$ cat config.mk
export PLATFORM = sky130hd
export DESIGN_NAME = cyc_accounting_unit_flat
export DESIGN_NICKNAME = d
export VERILOG_FILES = /design/src/rtl/config_pkg.sv /design/src/rtl/cyc_acc_pkg.sv /design/src/rtl/riscv.sv /design/src/rtl/cyc_accounting_unit_if.sv /design/src/rtl/cyc_acc_counter.sv /design/src/rtl/cyc_accounting_unit.sv /design/src/flat_wrapper.sv
export SDC_FILE = /design/constraint.sdc
export NUM_CORES = 2
export LEC_CHECK = 0
export CAP_MARGIN = 20
export CELL_PAD_IN_SITES_DETAIL_PLACEMENT = 0
export CELL_PAD_IN_SITES_GLOBAL_PLACEMENT = 1
export CORE_ASPECT_RATIO = 1.25
export CORE_MARGIN = 2
export CORE_UTILIZATION = 48
export DETAILED_ROUTE_END_ITERATION = 10
export PLACE_DENSITY = 0.89
export SETUP_SLACK_MARGIN = 0.05
export SYNTH_ARGS = -nofsm -noshare
export SYNTH_HDL_FRONTEND = slang
export SYNTH_SLANG_ARGS = --single-unit
$ cat constraint.sdc
create_clock -name clk_i -period 44 [get_ports clk_i]
set_input_delay 8.8 -clock clk_i [delete_from_list [all_inputs] [get_ports clk_i]]
set_output_delay 8.8 -clock clk_i [all_outputs]
set_load 0.01 [all_outputs]
$ cat src/rtl/config_pkg.sv
// Core configuration subset needed by the cycle-accounting unit.
// Only the fields this block reads are carried; cva6_cfg_empty is the
// default configuration (64-bit core).
package config_pkg;

    typedef struct packed {
        int unsigned XLEN;
    } cva6_cfg_t;

    localparam cva6_cfg_t cva6_cfg_empty = '{XLEN: 64};

endpackage

$ cat src/rtl/cyc_acc_pkg.sv
// Shared types for the cycle-accounting unit: STATUS and CTRL register
// layouts, CTRL bit positions and the largest supported counter count.
package cyc_acc_pkg;

    localparam int unsigned MAX_NR_COUNTERS = 16;

    localparam int unsigned CTRL_RUN       = 0;
    localparam int unsigned CTRL_HW_MODE   = 1;
    localparam int unsigned CTRL_VIEW_SNAP = 2;
    localparam int unsigned CTRL_SNAP      = 3;
    localparam int unsigned CTRL_CLR       = 4;
    localparam int unsigned CTRL_IRQ_EN    = 5;

    // STATUS: [31:16] active index, [15:0] read/write target index
    typedef struct packed {
        logic [15:0] en;
        logic [15:0] sel;
    } status_t;

    // CTRL: snap and clr are write pulses and are never stored
    typedef struct packed {
        logic [25:0] rsvd;
        logic        irq_en;
        logic        clr;
        logic        snap;
        logic        view_snap;
        logic        hw_mode;
        logic        run;
    } ctrl_t;

endpackage

$ cat src/rtl/riscv.sv
// CSR address map entries used by the cycle-accounting unit.
package riscv;

    localparam logic [11:0] CSR_CNT_DATA   = 12'h7C0;
    localparam logic [11:0] CSR_CNT_DATA_H = 12'h7C1;
    localparam logic [11:0] CSR_CNT_STATUS = 12'h7C2;
    localparam logic [11:0] CSR_CNT_CTRL   = 12'h7C3;
    localparam logic [11:0] CSR_CNT_OVF    = 12'h7C4;

endpackage

$ cat src/rtl/cyc_accounting_unit_if.sv
// CSR access bus of the cycle-accounting unit.
//   addr_i  : 12-bit CSR address
//   we_i    : write strobe
//   data_i  : write data (XLEN)
//   data_o  : combinational read data for addr_i (XLEN)
//   ex_o    : combinational access exception for the current address
interface cyc_accounting_unit_if #(
    parameter int unsigned XLEN = 64
);
    logic [11:0]     addr_i;
    logic            we_i;
    logic [XLEN-1:0] data_i;
    logic [XLEN-1:0] data_o;
    logic            ex_o;

    modport master (
        output addr_i, we_i, data_i,
        input  data_o, ex_o
    );

    modport slave (
        input  addr_i, we_i, data_i,
        output data_o, ex_o
    );
endinterface

$ cat src/rtl/cyc_acc_counter.sv
// One accounting counter with its shadow copy.
//   clr_i            : zero the live counter (highest priority)
//   wr_i/wr_mask_i/wr_val_i : replace the masked bits of the live counter
//   inc_i            : add one (ignored when clearing or writing)
//   snap_i           : copy the pre-update live value into the shadow
//   cnt_o/shadow_o   : live and shadow values
//   wrap_o           : this edge takes the counter from all-ones to zero
module cyc_acc_counter #(
    parameter int unsigned CntWidth = 64
) (
    input  logic                clk_i,
    input  logic                rst_i,
    input  logic                clr_i,
    input  logic                snap_i,
    input  logic                inc_i,
    input  logic                wr_i,
    input  logic [CntWidth-1:0] wr_mask_i,
    input  logic [CntWidth-1:0] wr_val_i,
    output logic [CntWidth-1:0] cnt_o,
    output logic [CntWidth-1:0] shadow_o,
    output logic                wrap_o
);
    logic [CntWidth-1:0] cnt_q, cnt_d;
    logic [CntWidth-1:0] shadow_q, shadow_d;

    always_comb begin
        cnt_d    = cnt_q;
        shadow_d = shadow_q;
        wrap_o   = 1'b0;
        if (snap_i) begin
            shadow_d = cnt_q;
        end
        if (clr_i) begin
            cnt_d = '0;
        end else if (wr_i) begin
            cnt_d = (cnt_q & ~wr_mask_i) | (wr_val_i & wr_mask_i);
        end else if (inc_i) begin
            cnt_d  = cnt_q + CntWidth'(1);
            wrap_o = &cnt_q;
        end
    end

    always_ff @(posedge clk_i or posedge rst_i) begin
        if (rst_i) begin
            cnt_q    <= '0;
            shadow_q <= '0;
        end else begin
            cnt_q    <= cnt_d;
            shadow_q <= shadow_d;
        end
    end

    assign cnt_o    = cnt_q;
    assign shadow_o = shadow_q;
endmodule

$ cat src/rtl/cyc_accounting_unit.sv
// Cycle-accounting unit: NrCounters cycle counters, one of which (the
// active index) counts every cycle while running, with snapshot shadows,
// sticky overflow flags and an overflow interrupt, all behind a small CSR
// window (DATA, DATA_H, STATUS, CTRL, OVF).
//   clk_i, rst_i   : clock, asynchronous active-high reset
//   debug_mode_i   : freezes counting while high
//   ctx_i          : hardware-supplied active index (used when hw_mode=1)
//   irq_o          : registered overflow interrupt
//   csr            : CSR access bus (address, write strobe/data, read data,
//                    access exception)
module cyc_accounting_unit
    import cyc_acc_pkg::*;
#(
    parameter config_pkg::cva6_cfg_t CVA6Cfg    = config_pkg::cva6_cfg_empty,
    parameter int unsigned           NrCounters = 8,
    parameter int unsigned           CntWidth   = 64
) (
    input  logic                          clk_i,
    input  logic                          rst_i,
    input  logic                          debug_mode_i,
    input  logic [$clog2(NrCounters)-1:0] ctx_i,
    output logic                          irq_o,
    cyc_accounting_unit_if.slave          csr
);
    localparam int unsigned XLEN = CVA6Cfg.XLEN;

    logic hit_data, hit_data_h, hit_status, hit_ctrl, hit_ovf, acc_ok;
    logic wr_cnt, wr_status, wr_ctrl, wr_ovf;
    logic snap_pulse, clr_pulse;

    status_t status_q, status_d, status_new;
    ctrl_t   ctrl_q, ctrl_d;
    logic [NrCounters-1:0] ovf_q, ovf_d;
    logic irq_q, irq_d;

    logic [15:0] act_idx;
    logic        count_en;
    logic [63:0] wdata64, wr_mask64, wr_val64;

    logic [CntWidth-1:0]   live   [NrCounters];
    logic [CntWidth-1:0]   shadow [NrCounters];
    logic [NrCounters-1:0] wrap;
    logic [CntWidth-1:0]   rd_live, rd_shadow, rd_cnt;
    logic [63:0]           cnt64;

    // DATA_H exists only on 32-bit cores, where it holds the upper half.
    always_comb begin
        hit_data   = csr.addr_i == riscv::CSR_CNT_DATA;
        hit_data_h = (XLEN == 32) && (csr.addr_i == riscv::CSR_CNT_DATA_H);
        hit_status = csr.addr_i == riscv::CSR_CNT_STATUS;
        hit_ctrl   = csr.addr_i == riscv::CSR_CNT_CTRL;
        hit_ovf    = csr.addr_i == riscv::CSR_CNT_OVF;
        acc_ok     = hit_data | hit_data_h | hit_status | hit_ctrl | hit_ovf;
    end

    assign csr.ex_o = ~acc_ok;

    assign wr_cnt     = csr.we_i & (hit_data | hit_data_h);
    assign wr_status  = csr.we_i & hit_status;
    assign wr_ctrl    = csr.we_i & hit_ctrl;
    assign wr_ovf     = csr.we_i & hit_ovf;
    assign snap_pulse = wr_ctrl & csr.data_i[CTRL_SNAP];
    assign clr_pulse  = wr_ctrl & csr.data_i[CTRL_CLR];

    // STATUS update is all-or-nothing: an out-of-range index rejects the
    // whole write silently.
    always_comb begin
        status_new = status_t'(csr.data_i[31:0]);
        status_d   = status_q;
        if (wr_status && (32'(status_new.sel) < NrCounters)
                      && (32'(status_new.en) < NrCounters)) begin
            status_d = status_new;
        end
    end

    always_comb begin
        ctrl_d = ctrl_q;
        if (wr_ctrl) begin
            ctrl_d      = ctrl_t'(csr.data_i[31:0]);
            ctrl_d.rsvd = '0;
            ctrl_d.snap = 1'b0;
            ctrl_d.clr  = 1'b0;
        end
    end

    // An out-of-range ctx_i simply matches no counter.
    always_comb begin
        act_idx  = ctrl_q.hw_mode ? 16'(ctx_i) : status_q.en;
        count_en = ctrl_q.run & ~debug_mode_i & (32'(act_idx) < NrCounters);
    end

    // On a 64-bit core DATA covers the whole counter; on a 32-bit core DATA
    // and DATA_H cover the low and high words. Bits above CntWidth fall off
    // when the mask and value are truncated to the counter width.
    always_comb begin
        wdata64 = 64'(csr.data_i);
        if (XLEN == 64) begin
            wr_mask64 = '1;
            wr_val64  = wdata64;
        end else if (hit_data_h) begin
            wr_mask64 = 64'hFFFF_FFFF_0000_0000;
            wr_val64  = wdata64 << 32;
        end else begin
            wr_mask64 = 64'h0000_0000_FFFF_FFFF;
            wr_val64  = wdata64;
        end
    end

    for (genvar i = 0; i < NrCounters; i++) begin : g_cnt
        logic sel_hit, act_hit;
        assign sel_hit = wr_cnt && (status_q.sel == 16'(i));
        assign act_hit = count_en && (act_idx == 16'(i));

        cyc_acc_counter #(
            .CntWidth (CntWidth)
        ) u_cnt (
            .clk_i     (clk_i),
            .rst_i     (rst_i),
            .clr_i     (clr_pulse),
            .snap_i    (snap_pulse),
            .inc_i     (act_hit),
            .wr_i      (sel_hit),
            .wr_mask_i (wr_mask64[CntWidth-1:0]),
            .wr_val_i  (wr_val64[CntWidth-1:0]),
            .cnt_o     (live[i]),
            .shadow_o  (shadow[i]),
            .wrap_o    (wrap[i])
        );
    end

    // A wrap in the same cycle as a W1C clear keeps its bit set.
    always_comb begin
        ovf_d = ovf_q;
        if (wr_ovf) begin
            ovf_d = ovf_q & ~csr.data_i[NrCounters-1:0];
        end
        ovf_d = ovf_d | wrap;
        if (clr_pulse) begin
            ovf_d = '0;
        end
        irq_d = (|ovf_d) & ctrl_q.irq_en;
    end

    always_comb begin
        rd_live   = '0;
        rd_shadow = '0;
        for (int i = 0; i < int'(NrCounters); i++) begin
            if (status_q.sel == 16'(i)) begin
                rd_live   = live[i];
                rd_shadow = shadow[i];
            end
        end
        rd_cnt = ctrl_q.view_snap ? rd_shadow : rd_live;
        cnt64  = 64'(rd_cnt);
    end

    // Read data always reflects current register state, so a read during
    // a write returns the pre-write value.
    always_comb begin
        csr.data_o = '0;
        if (hit_data) begin
            csr.data_o = cnt64[XLEN-1:0];
        end else if (hit_data_h) begin
            csr.data_o = XLEN'(cnt64 >> 32);
        end else if (hit_status) begin
            csr.data_o = XLEN'(status_q);
        end else if (hit_ctrl) begin
            csr.data_o = XLEN'(ctrl_q);
        end else if (hit_ovf) begin
            csr.data_o = XLEN'(ovf_q);
        end
    end

    always_ff @(posedge clk_i or posedge rst_i) begin
        if (rst_i) begin
            status_q <= '0;
            ctrl_q   <= '0;
            ovf_q    <= '0;
            irq_q    <= 1'b0;
        end else begin
            status_q <= status_d;
            ctrl_q   <= ctrl_d;
            ovf_q    <= ovf_d;
            irq_q    <= irq_d;
        end
    end

    assign irq_o = irq_q;
endmodule
$ cat src/flat_wrapper.sv
// flat-port wrapper written by rule: the top's interface ports become plain ports
module cyc_accounting_unit_flat import cyc_acc_pkg::*;
#(
    parameter config_pkg::cva6_cfg_t CVA6Cfg    = config_pkg::cva6_cfg_empty,
    parameter int unsigned           NrCounters = 8,
    parameter int unsigned           CntWidth   = 64
)
  (clk_i, rst_i, debug_mode_i, ctx_i, irq_o, csr_addr_i, csr_we_i, csr_data_i, csr_data_o, csr_ex_o);
  cyc_accounting_unit_if csr_i ();
  input  logic clk_i;
  input  logic rst_i;
  input  logic debug_mode_i;
  input  logic [$clog2(NrCounters)-1:0] ctx_i;
  output logic irq_o;
  input wire logic [$bits(csr_i.addr_i)-1:0] csr_addr_i;
  input wire logic [$bits(csr_i.we_i)-1:0] csr_we_i;
  input wire logic [$bits(csr_i.data_i)-1:0] csr_data_i;
  output wire logic [$bits(csr_i.data_o)-1:0] csr_data_o;
  output wire logic [$bits(csr_i.ex_o)-1:0] csr_ex_o;
  assign csr_i.addr_i = csr_addr_i;
  assign csr_i.we_i = csr_we_i;
  assign csr_i.data_i = csr_data_i;
  assign csr_data_o = csr_i.data_o;
  assign csr_ex_o = csr_i.ex_o;
  cyc_accounting_unit #(.CVA6Cfg(CVA6Cfg), .NrCounters(NrCounters), .CntWidth(CntWidth)) u_core (.clk_i(clk_i), .rst_i(rst_i), .debug_mode_i(debug_mode_i), .ctx_i(ctx_i), .irq_o(irq_o), .csr(csr_i));
endmodule
== Yosys cells after proc, flatten, opt, wreduce, memory -nomap -nowiden ==
Index checks and enable logic that the tools add are counted.
W data, S select, Z words.
Cells by class
  add/subtract/negate cells: 8
  $lt $le $gt $ge: 3
  equal/unequal tests: 18
  mux-type cells: 72
  bitwise gates (word level): 17
  reduce and logical (&&, ||, !) cells: 37
Operator list (count)
  $mux W64: 44
  $add A64 B1 Y64 const B: 8
  $reduce_and A64 Y1: 8
  $eq A16 B3 Y1 const B: 8
  $eq A16 B2 Y1 const B: 4
  $eq A12 B11 Y1 const B: 4
  $lt A16 B4 Y1 const B: 3
  $eq A16 B1 Y1 const B: 2
  $logic_not A16 Y1: 2
  $mux W1: 24
  $mux W8: 3
  $reduce_bool A3 Y1: 8
  $logic_and A1 B1 Y1: 18
  $mux W16: 1
  $and A1 B1 Y1: 9
  $and A8 B8 Y8: 1
  $not A8 Y8: 1
  $or A8 B8 Y8: 1
  $reduce_or A8 Y1: 1
  $or A1 B1 Y1: 3
  $not A1 Y1: 2
Word-level totals
  register bits after elaboration: 1069
  input port bits: 83
  output and inout port bits: 66
  logic and storage cells: 179

== Logic depth before layout (Yosys ltp) ==
  word-level depth: 11
  mapped depth: 11
  depth with buffers taken out: 8

== Hierarchy ==
From an unflattened synthesis, not the netlist that was laid out.
Second synthesis, totals
  cells, all modules: 7924
  area total of the unflattened synthesis: 72500.8 um^2
Modules (own cells, without submodules)
  cyc_acc_counter (u_core.g_cnt[0].u_cnt ...): instances 7, cells each 823, area each 7731.2 um^2, seq. area each 3203.1 um^2
  cyc_accounting_unit: instances 1, cells each 1409, area each 11151.9 um^2, seq. area each 1126.1 um^2
  cyc_acc_counter (u_core.g_cnt[2].u_cnt): instances 1, cells each 754, area each 7230.7 um^2, seq. area each 3203.1 um^2

== Least setup slack after synthesis ==
OpenSTA, ideal clock, no wires.
  path kind: input port to output port
  start point: input port csr_addr_i[4]
  end point: output port csr_data_o[17]
  data arrival time: 10747 ps
  required time: 35200 ps
  slack: 24453 ps
  stages: 8
  buffers on the path: 2
  path through: nand4bb_1 -> nor4_1 -> clkbuf_1 -> nand2_1 -> nor2_1 -> clkbuf_1 -> o221ai_1 -> o21ai_0
Between the ends
  word-level cells in the longest chain between the ends: 3
  elaborated cells between the ends (all ways): 4
  those cells by class: 2 x eq/ne; 2 x mux
RTL lines
  from (decl): line flat_wrapper.sv:15  | input wire logic [$bits(csr_i.addr_i)-1:0] csr_addr_i;
  $eq A12 B11 Y1: line cyc_accounting_unit.sv:50  | hit_status = csr.addr_i == riscv::CSR_CNT_STATUS;
  $mux W64: line cyc_accounting_unit.sv:165  | end else if (hit_status) begin
  $mux W64 *: line cyc_accounting_unit.sv:161  | if (hit_data) begin
  to (decl): line flat_wrapper.sv:18  | output wire logic [$bits(csr_i.data_o)-1:0] csr_data_o;
Mark *: on every way between the ends. The rest lies on a longest branch, timed or not.

== Worst setup path after layout ==
  start point: input port csr_addr_i[5]
  end point: output port csr_data_o[28]
The elaborated chain is that of the path after synthesis.

==> metrics <==
DP Cell Count ~8500; die area 126000 um2; Final Hold Vio Count 0; Final period util 49.6%; CTS Hold Bufs 0; grt ovf 0; share of layout cells above drive strength 1 7.18%; Placement Setup Slack 22340 ps; Peak supply drop 0.0287 mV; post-CTS setup buffer count 0; gp weighted congestion 1.04; Root Buffer clkbuf_16; fin cells 8763; Multi-input gate area 30200 um2; Area growth syn-to-layout 12.1%; outcome completed; Initial Utilization ~48%; Detail Route Antenna Nets 0; most used flip-flop cell after synthesis dfrtp_1; post-DR wirelength/cell 34.7 um; setup TNS 0 ps; Tightest Pin Transition around 1300 ps; post_cts resized 0; Worst-path clk slew 60 ps; maximum fanout along the worst path 13; commonest non-fill, non-tap cell in the layout nand2_1; Ys Warns 0; row count 143; Final setup violation count 0; post-synthesis register bit count 1069; number of global-route vias before repair 56400; Pwr Density 31.4 nW/um2; routed vias a little over 60000; detailed-route DRC error count 0; DR pass1 iterations 9; critical path endpoint category primary output; post-synthesis cell area 59100 um2; RSZ-0062 raised after global routing no; first-pass GRT wire length 428000 um; Total Wirelength 304000 um; Fmax roughly 46 MHz; clk_skew 55.9 ps; # port buffers 148; clock latency on the worst-skew pair ~800 ps; CP Data Required Time 35200 ps; core footprint 122000 um2; Worst Setup Path Type in -> out; Synth cell types 86; die width 318 um; sequential fraction of the synthesis area 45.3%; Sinks on Clock Net 1069; crit path launch type input port; EDFF count, synth 0; worst hold-check path type reg -> reg; largest net degree at the start of global routing about 160; FILL cells 11600; TritonCTS clock tree yes; Tot Pwr 2.08 mW; Final min period 21810 ps; Syn Area/Cell 8.28 um2; fin worst setup slack around 22000 ps; worst path arrival time 13010 ps; Final Slew Violations 0; antenna violations before repair 23; deepest clock path buffer count 3; Pleak ~30 nW; Post-DP HPWL 212000 um; Register Area roughly 27000 um2; Die Y-Extent 396 um; post-synthesis net count 7225; First DRT Iteration DRCs 8917; Post-Synthesis Cells 7134; most frequent cells in the layout 1755 x nand2_1, 1066 x dfrtp_1, 475 x o21ai_0; I/O pin total 149; GRT Total Usage 47.5%; clock buffer count from CTS 114; detail-routed via count per cell just under 7; Total Nets Final 7151; Max-Cap Viols 0; ys async rst share between 90% and 100%; Clock H-tree levels 3; Slew headroom 10.8%
[critical path, cell delays in order]
cell             delay, ps
clkdlybuf4s50_1        430
nand4bb_1              290
nor4_2                 900
and2_1                 820
buf_4                  370
o21ai_0                140
a311oi_1               310
a21oi_1                 60
o21ai_0                240
clkdlybuf4s50_1        650
[stage by stage]
step	cell area, um2	hold WS [ps]	util, %
CTS	66100	464	54.2
global placement	62200	444	51.0
floorplan	59100	431	-
detailed placement	62200	450	51.0
finish	66200	461	54.3
global route	66200	479	54.3
[cell usage after synthesis (all sizes together), types with 8 or more instances]
| cell type | n | area (um2) |
|---|---|---|
| a21oi | 412 | 2070 |
| mux2i | 24 | 240 |
| ha | 8 | 100 |
| clkbuf | 436 | 1640 |
| nand2 | 1765 | 6630 |
| a211oi | 95 | 723 |
| nor4 | 94 | 686 |
| a221o | 14 | 140 |
| and3 | 97 | 607 |
| nor4b | 16 | 146 |
| a221oi | 103 | 902 |
| mux2 | 16 | 180 |
| xnor2 | 217 | 1900 |
| or2 | 12 | 75.1 |
| buf | 103 | 467 |
| a222oi | 20 | 200 |
| and4 | 61 | 534 |
| o21ai | 480 | 2400 |
| nor3 | 271 | 1370 |
| o22ai | 32 | 200 |
| inv | 73 | 274 |
| o221ai | 13 | 114 |
| mux4 | 20 | 450 |
| a22o | 38 | 333 |
| a31oi | 26 | 163 |
| nand3b | 8 | 60.1 |
| nand4 | 202 | 1260 |
| or3 | 26 | 163 |
| a211o | 8 | 70.1 |
| nor2 | 462 | 1750 |
| xor2 | 217 | 1900 |
| or4 | 26 | 199 |
| dfrtp | 1069 | 26800 |
| o211ai | 27 | 203 |
| a22oi | 174 | 1310 |
| and2 | 67 | 419 |
| nand3 | 285 | 1430 |
| o21a | 12 | 90.1 |
[report_power, final]
part / leakage (nW) / internal [mW] / switching [mW]
clock: 1.90 / 0.580 / 0.452
sequential: 14.8 / 0.984 / 0.00147
combinational: 13.0 / 0.0112 / 0.0511
[registers in the layout, indices dropped and copies added, names as in the netlist]
name                         flops
u_core.ovf_q                     8
u_core.ctrl_q                    4
u_core.irq_o                     1
u_core.g_cnt.u_cnt.shadow_o    512
u_core.status_q                 32
u_core.g_cnt.u_cnt.cnt_o       512
[final cells by class]
class                      count  share of cell area, %
clock buffer                 156                   4.96
sequential                  1069                   40.4
antenna                       13                 0.0491
timing repair buffer         349                   4.67
tap                         1595                   3.01
inverter                      73                  0.425
multi-input combinational   5453                   45.6
clock inverter                55                  0.911
[logic make-up (layout without fill, tap and decap cells)]
group	after synthesis	in the layout	synth area share (%)
and+or+nand+nor	3430	3430	26.5
AOI/OAI and AO/OA	1521	1521	16.1
DFF	1069	1069	45.3
buffers and inverters	612	633	4.03
xor gates and xnor gates	434	434	6.44
muxes	60	60	1.47
adders and majority gates	8	8	0.169
other	0	13	0
[path summary, 6_finish.rpt]
kind	startpoint	to	slack [ps]	cells past startpoint
setup / recovery	csr_addr_i[5]	csr_data_o[28]	22190	10
hold / removal	u_core.g_cnt[6].u_cnt.shadow_o[55]$_DFFE_PP0P_	u_core.g_cnt[6].u_cnt.shadow_o[55]$_DFFE_PP0P_	460	2
setup reg to reg	u_core.g_cnt[0].u_cnt.cnt_o[2]$_DFFE_PP0P_	u_core.irq_o$_DFF_PP0_	38260	7
hold reg to reg	u_core.g_cnt[6].u_cnt.shadow_o[55]$_DFFE_PP0P_	u_core.g_cnt[6].u_cnt.shadow_o[55]$_DFFE_PP0P_	460	2
max in group asynchronous	rst_i	u_core.ctrl_q[2]$_DFFE_PP0P_	31570	6
min in group asynchronous	rst_i	u_core.g_cnt[0].u_cnt.cnt_o[22]$_DFFE_PP0P_	8600	2
[routing by layer]
| metal | track usage [%] | vias to the layer above | routed length (um) |
|---|---|---|---|
| met1 | 54.6 | 29600 | 102000 |
| met2 | 71.2 | 4359 | 130000 |
| li1 | - | 25000 | - |
| met5 | 0 | - | 95 |
| met4 | 51.5 | 12 | 41400 |
| met3 | 9.83 | 1435 | 30200 |
(Power assumes the default switching activity.)
